### src/rtl/frost_pkg.sv
// Shared definitions for the frost core: base opcodes, the NOP encoding and
// the fetch FSM state type.
package frost_pkg;

  localparam logic [6:0] OP_IMM    = 7'h13;
  localparam logic [6:0] OP_REG    = 7'h33;
  localparam logic [6:0] OP_LOAD   = 7'h03;
  localparam logic [6:0] OP_STORE  = 7'h23;
  localparam logic [6:0] OP_BRANCH = 7'h63;
  localparam logic [6:0] OP_JAL    = 7'h6F;
  localparam logic [6:0] OP_JALR   = 7'h67;
  localparam logic [6:0] OP_LUI    = 7'h37;
  localparam logic [6:0] OP_AUIPC  = 7'h17;

  // addi x0, x0, 0
  localparam logic [31:0] NOP_INSTR = {12'd0, 5'd0, 3'd0, 5'd0, OP_IMM};

  typedef enum logic [1:0] {
    S_REQ,
    S_WAIT,
    S_HOLD
  } fetch_state_t;

endpackage

### src/rtl/instr_fields.sv
// Combinational slicing of a 32-bit instruction into its common fields,
// including the sign-extended I-type immediate.
module instr_fields (
  input  logic [31:0] instr,
  output logic [6:0]  opcode,
  output logic [4:0]  rd,
  output logic [4:0]  rs1,
  output logic [4:0]  rs2,
  output logic [2:0]  funct3,
  output logic [31:0] imm_i
);

  always_comb begin
    opcode = instr[6:0];
    rd     = instr[11:7];
    funct3 = instr[14:12];
    rs1    = instr[19:15];
    rs2    = instr[24:20];
    imm_i  = {{20{instr[31]}}, instr[31:20]};
  end

endmodule

### src/rtl/fetch_unit.sv
// Instruction fetch stage: owns the PC, issues one fetch at a time over a
// valid/ready port and holds the returned word in the instruction register.
module fetch_unit #(
  parameter logic [31:0] RESET_PC  = 32'h0000_0000,
  parameter logic [31:0] NOP_INSTR = frost_pkg::NOP_INSTR
) (
  input  logic        clk,
  input  logic        reset,
  input  logic        pc_enable,
  input  logic        pc_load,
  input  logic [31:0] pc_target,
  output logic        imem_req_valid,
  input  logic        imem_req_ready,
  output logic [31:0] imem_addr,
  input  logic        imem_resp_valid,
  input  logic [31:0] imem_resp_data,
  output logic [31:0] pc,
  output logic [31:0] instr,
  output logic        instr_valid,
  output logic [6:0]  opcode,
  output logic [4:0]  rd,
  output logic [4:0]  rs1,
  output logic [4:0]  rs2,
  output logic [2:0]  funct3,
  output logic [31:0] imm_i
);

  import frost_pkg::*;

  fetch_state_t state, state_next;
  logic         discard;
  logic         handshake;
  logic         resp_take;
  logic         resp_drop;
  logic [31:0]  pc_next;

  assign handshake = (state == S_REQ) && imem_req_ready;
  assign resp_take = (state == S_WAIT) && imem_resp_valid && !discard && !pc_enable;
  // A stale response may also land in S_REQ after a reset taken in S_WAIT.
  assign resp_drop = imem_resp_valid &&
                     (((state == S_WAIT) && (discard || pc_enable)) ||
                      ((state == S_REQ) && discard));
  assign pc_next   = pc_load ? (pc_target & ~32'd3) : (pc + 32'd4);

  always_ff @(posedge clk) begin
    if (reset) state <= S_REQ;
    else       state <= state_next;
  end

  always_comb begin
    state_next = state;
    unique case (state)
      S_REQ:  if (handshake)       state_next = S_WAIT;
      S_WAIT: if (imem_resp_valid) state_next = resp_take ? S_HOLD : S_REQ;
      S_HOLD: if (pc_enable)       state_next = S_REQ;
      default:                     state_next = S_REQ;
    endcase
  end

  // instr_valid is high exactly while the FSM sits in S_HOLD.
  always_comb begin
    imem_req_valid = (state == S_REQ);
    instr_valid    = (state == S_HOLD);
  end

  always_ff @(posedge clk) begin
    if (reset) begin
      pc      <= RESET_PC;
      instr   <= NOP_INSTR;
      discard <= (state == S_WAIT) && !imem_resp_valid;
    end else begin
      if (pc_enable) pc <= pc_next;
      if (resp_take) instr <= imem_resp_data;
      if (resp_drop)
        discard <= 1'b0;
      else if (pc_enable && ((state == S_WAIT) || handshake))
        discard <= 1'b1;
    end
  end

  assign imem_addr = pc;

  instr_fields u_fields (
    .instr  (instr),
    .opcode (opcode),
    .rd     (rd),
    .rs1    (rs1),
    .rs2    (rs2),
    .funct3 (funct3),
    .imm_i  (imm_i)
  );

  resp_outside_wait: assert property (@(posedge clk) disable iff (reset)
    !(imem_resp_valid && (state != S_WAIT) && !discard));

endmodule
### config.mk
export PLATFORM = sky130hd
export DESIGN_NAME = fetch_unit
export DESIGN_NICKNAME = d
export VERILOG_FILES = /design/src/rtl/frost_pkg.sv /design/src/rtl/instr_fields.sv /design/src/rtl/fetch_unit.sv
export SDC_FILE = /design/constraint.sdc
export NUM_CORES = 1
export LEC_CHECK = 0
export ABC_AREA = 1
export CAP_MARGIN = 0
export CORE_ASPECT_RATIO = 0.7
export CORE_UTILIZATION = 25
export CTS_CLUSTER_DIAMETER = 80
export DETAILED_ROUTE_END_ITERATION = 16
export PLACE_DENSITY_LB_ADDON = 0.08
export REMOVE_ABC_BUFFERS = 1
export SYNTH_ARGS = -nofsm -noshare
export SYNTH_HDL_FRONTEND = slang
export SYNTH_HIERARCHICAL = 1
export SYNTH_SLANG_ARGS = --single-unit
### constraint.sdc
create_clock -name clk -period 2.9 [get_ports clk]
set_input_delay 0.725 -clock clk [delete_from_list [all_inputs] [get_ports clk]]
set_output_delay 0.725 -clock clk [all_outputs]
set_load 0.02 [all_outputs]
### Yosys cells after proc, flatten, opt, wreduce, memory -nomap -nowiden

Cells that the tools add are included.

| operators by class | value |
|---|---|
| equal/unequal tests | 5 |
| multiplexer cells | 9 |
| shift-type cells | 0 |
| order comparisons | 0 |
| $mul | 0 |
| reduce and logical (&&, ||, !) cells | 18 |
| bitwise gates (word level) | 0 |
| div/mod/pow operators | 0 |
| $add $sub $neg | 1 |

Operators by type and width:

| operator | count |
|---|---|
| adder 32 x 3 -> 32 bit (second input constant) | 1 |
| two-way mux 32 bit | 1 |
| logical AND 1 bit | 9 |
| two-way mux 2 bit | 4 |
| case mux 2 bit (3 select lines) | 1 |
| inequality test 2 bit (second input constant) | 2 |
| logical NOT 1 bit | 3 |
| logical OR 1 bit | 3 |
| two-way mux 1 bit | 3 |
| AND reduction 3 bit | 1 |
| nonzero test 3 bit | 1 |
| equality test 2 x 1 -> 1 bit (second input constant) | 1 |
| equality test 2 bit (second input constant) | 1 |
| logical NOT 2 bit | 1 |
| inequality test 2 x 1 -> 1 bit (second input constant) | 1 |

| storage, ports and cells | value |
|---|---|
| input bits | 70 |
| output and inout port bits | 155 |
| register bits after elaboration | 67 |
| memories | 0 |
| word-level logic and storage cells | 37 |
| bits in latches | 0 |
| ROM bits | 0 |
| RAM bits | 0 |

### Longest topological paths before layout

Gate-level depths: netlist of the first run.

| depth | value |
|---|---|
| word-level depth | 7 |
| gate-level depth with buffers | 10 |
| gate-level depth less buffers | 10 |

### Hierarchy

The synthesis of the first run kept the hierarchy.

By module, submodules not included:

| module | sequential area each (um2) | instances | area an instance (um2) | cells each |
|---|---|---|---|---|
| fetch_unit | 1311.3 | 1 | 3836.2 | 578 |
| instr_fields | 0.0 | 1 | 427.9 | 57 |

### Worst setup path after synthesis of the first run

Ideal clock, no wire load.

| timing path | value |
|---|---|
| path type | flip-flop to output port |
| from | register instr[31] |
| to | output port imm_i[11] |
| path buffers | 1 |
| arrival time | 1011 ps |
| cell stages (with the launch flop) | 2 |
| data required time | 2175 ps |
| path slack | 1164 ps |
| path through | dfxtp_1 buf_4 |

RTL lines:

| what | line | text |
|---|---|---|
| start, declared | fetch_unit.sv:18 | `output logic [31:0] instr,` |
| start signal, assigned | fetch_unit.sv:73 | `if (resp_take) instr <= imem_resp_data;` |
| end, declared | fetch_unit.sv:25 | `output logic [31:0] imm_i` |

No word-level cell between the ends.

### Worst setup path after layout of the first run

| timing path | value |
|---|---|
| from | register instr[31] |
| to | output port imm_i[24] |

No word-level cell between the ends.

==> results of run 1 <==
flip-flops by register name (all words and copies together) (netlist names):
register	cells
state	2
discard	1
imem_addr	30
instr	32
cells by family after synthesis:
group / share of synthesized area
compound gates: 0.126
fa+ha+maj: 0.00293
buf+inv: 0.227
flops: 0.308
other cells: 0.000879
simple gates: 0.336
per-stage QoR:
step | worst slack, ns | hold slack [ns]
after floorplan | -0.940 | 0.573
after global placement | 0.569 | 0.472
after detailed placement | 0.580 | 0.484
after CTS | 0.354 | 0.495
after global routing | 0.255 | 0.517
final | 0.395 | 0.492
power groups by stage:
stage	sequential, mW	clock (mW)	combinational, mW
floorplan	1.12	0	0.134
global placement	1.02	0	0.569
detailed placement	1.03	0	0.569
CTS	1.01	1.12	0.572
global route	1.01	1.16	0.608
finish	1.00	1.10	0.567
per-layer routing:
metal | share of wire | global-route usage | vias up
li1 | - | - | 2173
met1 | 0.49 | 0.223 | 1929
met2 | 0.43 | 0.231 | 149
met3 | 0.074 | 0.0383 | 10
met4 | 0.0068 | 0.0301 | 2
met5 | 0.00095 | 0 | -
cell usage after synthesis (all sizes together):
master / instances / share of area
nor2: 143 / 0.16
nand2: 135 / 0.12
buf: 106 / 0.19
dfxtp: 64 / 0.30
o21ai: 45 / 0.053
a21oi: 43 / 0.051
inv: 34 / 0.031
nand3: 34 / 0.040
clkbuf: 11 / 0.0097
a211oi: 5 / 0.0088
o21bai: 3 / 0.0053
o22ai: 2 / 0.0029
or2: 2 / 0.0029
a31oi: 1 / 0.0015
and2: 1 / 0.0015
conb: 1 / 0.00088
edfxtp: 1 / 0.0070
ha: 1 / 0.0029
nor3: 1 / 0.0038
o211ai: 1 / 0.0018
o21a: 1 / 0.0018
layout make-up:
type                            instances  area, µm²
Clock buffer                           10        250
Clock inverter                          6       46.3
Fill cell                            1781      10200
Inverter                               34        130
Multi-Input combinational cell        422       2000
Sequential cell                        65       1310
Tap cell                              225        282
Timing Repair Buffer                  229       2260
worst paths after layout:
path | startpoint | to | slack [ns] | cells past startpoint
hold reg to reg | instr[1] | instr[1] | 0.49 | 2
setup / recovery | instr[31] | imm_i[24] | 0.40 | 1
setup reg to reg | imem_addr[2] | imem_addr[20] | 1.16 | 10
hold / removal | instr[1] | instr[1] | 0.49 | 2
==> results.toml, run 1 <==
[outcome]
status = "complete, no violations"

[clock_tree]
cts_buffer_depth = 2
clkTransAtPathRegs_ns = 0.06
htree_levels = 3
postCtsSetupBuffers = 0
numCtsBuffers = 9
cts_tree = "built"
cts_hold_buf = 0
cts_resized = 0
insertion_delay_ns = 0.33
clkSinkCount = 65
cts-root-buf = "clkbuf_16"

[sta]
rsz0062_at_grt = "false"
finClkSkew_ns = 0.0122
worst_slew_pin_slew_ns = 0.618
slew_headroom = 0.588
timing.fmax_mhz = 399
drv_slew = 0
setup_viol = 0
hold_viol_final = 0
finalCritPeriodShare = 0.864
tns_ns = 0
fin_crit_ns = 2.50

[setup_path]
cp_cell_sequence = "clkdlybuf4s50_1"
worst_setup_path_start_kind = "flip-flop"
critPathMaxFanout = 23
cp-end-kind = "output pin"
crit_buf_inv = 1
crit_arrival_ns = 1.78
slowest_stage = "clkdlybuf4s50_1"
cpPeakStageDelay_ns = 0.73
required_ns = 2.17
critical_path_class = "flip-flop to output pin"
cp_top_family = "buffers and inverters"

[place]
port_buffers = 218
dpl.hpwl_um = 10500
dp_cells = 975
dpl_cell_area_um2 = 5990
gp_congestion = 0.832

[pwr]
power.leakage_nw = 2.36
pwr-share-seq = 0.377
power.internal_mw = 1.86
pwr-share-clk = 0.411
pwr-share-comb = 0.213
ir_drop_uv = 309
switchingPower_mw = 0.803
powerDensity_nw_per_um2 = 424
swShare = 0.301
power_mw = 2.67

[synthesis]
ys_types = 33
synth_seq_cells = 65
netlist_instances = 635
synth_seq_area_share = 0.308
yosysWarnings = 6
synth_area_per_cell_um2 = 6.72
syn_area_um2 = 4260

[final_layout]
nets = 832
final_common_cell = "clkdlybuf4s50_1"
syn_to_final_growth_pct = 47.3
instances_no_fill = 991
mostFrequentLayoutCells = "clkdlybuf4s50_1, nand2_1, nor2_1, dfxtp_1, a21oi_1"
drive_above_1_share = 0.103
diodes = 0
final_area_um2 = 6280
fin_util = 0.381

[drt]
drtIter0Drc = 191
remaining_drc_errors = 0
drtPass1Iterations = 4
ant_nets = 0
wl_per_cell_um = 13.9
dr_total_vias = 4263
vias_per_cell = 4.30
wl_um = 13700

[grt]
grt_max_degree = 34
grt_overflow_total = 0
antenna_found_initial = 1
grt_pass1_wl_um = 21100
grt_pass1_vias = 3988
grt_use_total = 0.155

[die]
die_area_um2 = 17600
num_rows = 39
core_um2 = 16500
ios = 225
start_util = 0.259
die_w_um = 158
die_h_um = 111

[run]
maxCapViolCount = 0

[hold_path]
min_path_type = "flip-flop to flip-flop"
No activity file was read; power rests on OpenSTA's default activity.
==> run 2: changes to the inputs <==
--- a/config.mk
+++ b/config.mk
@@ -11,6 +11,7 @@
 export CORE_UTILIZATION = 25
 export CTS_CLUSTER_DIAMETER = 80
 export DETAILED_ROUTE_END_ITERATION = 16
+export DONT_BUFFER_PORTS = 1
 export PLACE_DENSITY_LB_ADDON = 0.08
 export REMOVE_ABC_BUFFERS = 1
 export SYNTH_ARGS = -nofsm -noshare
==> results.toml, run 2 (synthesized netlist as in run 1, its figures left out) <==
[outcome]
status = "complete, no violations"

[grt]
grt_use_total = 0.145
antenna_found_initial = 0
grt_overflow_total = 0
grt_pass1_vias = 3399
grt_max_degree = 34
grt_pass1_wl_um = 19100

[setup_path]
path_depth = 1
crit_start = "instr[31]"
reg2reg_from = "imem_addr[3]"
r2r-end = "imem_addr[20]"
r2r_slack_ns = 0.87
cp-end-kind = "output pin"
crit_buf_inv = 1
cpPeakStageDelay_ns = 0.71
worst_setup_path_start_kind = "flip-flop"
endpoint = "imm_i[30]"
critical_path_class = "flip-flop to output pin"
required_ns = 2.17
slowest_stage = "dfxtp_4"
r2r_cells = 10
cp_top_family = "flip-flops"
cp_cell_sequence = "buf_12"
critPathMaxFanout = 13
crit_arrival_ns = 1.44

[final_layout]
nets = 620
drive_above_1_share = 0.153
diodes = 0
syn_to_final_growth_pct = -2.67
final_common_cell = "nand2_1"
mostFrequentLayoutCells = "nand2_1, nor2_1, dfxtp_1, a21oi_1, nand3_1"
largest_reg_flops = 32
regMostFlops = "instr"

[drt]
wl_per_cell_um = 15.7
dr_total_vias = 3417
vias_per_cell = 4.39
remaining_drc_errors = 0
drtPass1Iterations = 4
wl_um = 12200
drtIter0Drc = 169
ant_nets = 0

[sta]
fin_crit_ns = 2.16
tns_ns = 0
hold_viol_final = 0
setup_ws_ns = 0.739
worst_slew_pin_slew_ns = 0.651
slew_headroom = 0.565
finClkSkew_ns = 0.00798
drv_slew = 0
timing.hold.ws_ns = 0.444
rsz0062_at_grt = "false"
setup_viol = 0
timing.fmax_mhz = 463
finalCritPeriodShare = 0.745

[clock_tree]
cts-root-buf = "clkbuf_16"
cts_tree = "built"
numCtsBuffers = 9
htree_levels = 3
clkTransAtPathRegs_ns = 0.06
cts_hold_buf = 0
cts_buffer_depth = 2
clkSinkCount = 65
postCtsSetupBuffers = 0
cts_resized = 0
insertion_delay_ns = 0.34

[pwr]
ir_drop_uv = 204
powerDensity_nw_per_um2 = 572
power.leakage_nw = 1.61

[die]
num_rows = 39
ios = 225
die_area_um2 = 17600
start_util = 0.259
core_um2 = 16500
die_w_um = 158
die_h_um = 111

[place]
port_buffers = 0
dpl.hpwl_um = 8790
gp_congestion = 0.779
post-place-ws_ns = 0.870

[run]
maxCapViolCount = 0

[hold_path]
min_path_type = "input port to flip-flop"
==> run 2: cell count changes in the layout (fill, tap and decap cells not counted), moves of 2 or more <==
cell / delta
inv_6: -3
clkinv_2: +2
clkbuf_8: +3
clkdlybuf4s50_1: -218
clkinvlp_4: -2
buf_4: +5
==> run 2: layout make-up <==
class / instances / area [µm²]
fillers: 1916 / 12300
multi-input cells: 422 / 2000
flip-flops and latches: 65 / 1320
well taps: 225 / 282
clock buffers: 13 / 270
repair buffers: 17 / 140
inverters: 34 / 130
clock inverters: 3 / 15.0
==> run 2: per-layer routing <==
layer	vias to the layer above	share of wire	GRT usage
li1	1750	-	-
met4	0	0.0082	0.0333
met3	11	0.084	0.0586
met1	1526	0.50	0.205
met2	130	0.40	0.201
met5	-	0	0
==> run 2: worst min path at each step <==
| stage | start | end | slack [ns] | cells after the start |
|---|---|---|---|---|
| 2_1_floorplan | state[1] | state[0] | 0.57 | 3 |
| 3_3_place_gp | imem_addr[26] | imem_addr[26] | 0.54 | 2 |
| 3_5_place_dp | imem_addr[26] | imem_addr[26] | 0.55 | 2 |
| 4_1_cts | reset | state[1] | 0.43 | 1 |
| 5_1_grt | reset | imem_addr[27] | 0.43 | 1 |
| 6_report | reset | imem_addr[27] | 0.44 | 1 |
==> run 2: power by group <==
part / internal [mW] / switching, mW / leakage (nW)
Combinational: 0.0750 / 0.154 / 0.927
Clock: 0.645 / 0.425 / 0.145
Sequential: 0.938 / 0.139 / 0.534
Total: 1.66 / 0.718 / 1.61
==> run 2: through the flow <==
step	std cells	area [µm²]	utilization	power, mW
CTS	779	4150	0.252	2.42
detailed placement	763	3860	0.234	1.33
floorplan	521	3440	-	1.25
global route	779	4150	0.252	2.49
global placement	763	3860	0.234	1.33
finish	779	4150	0.252	2.38
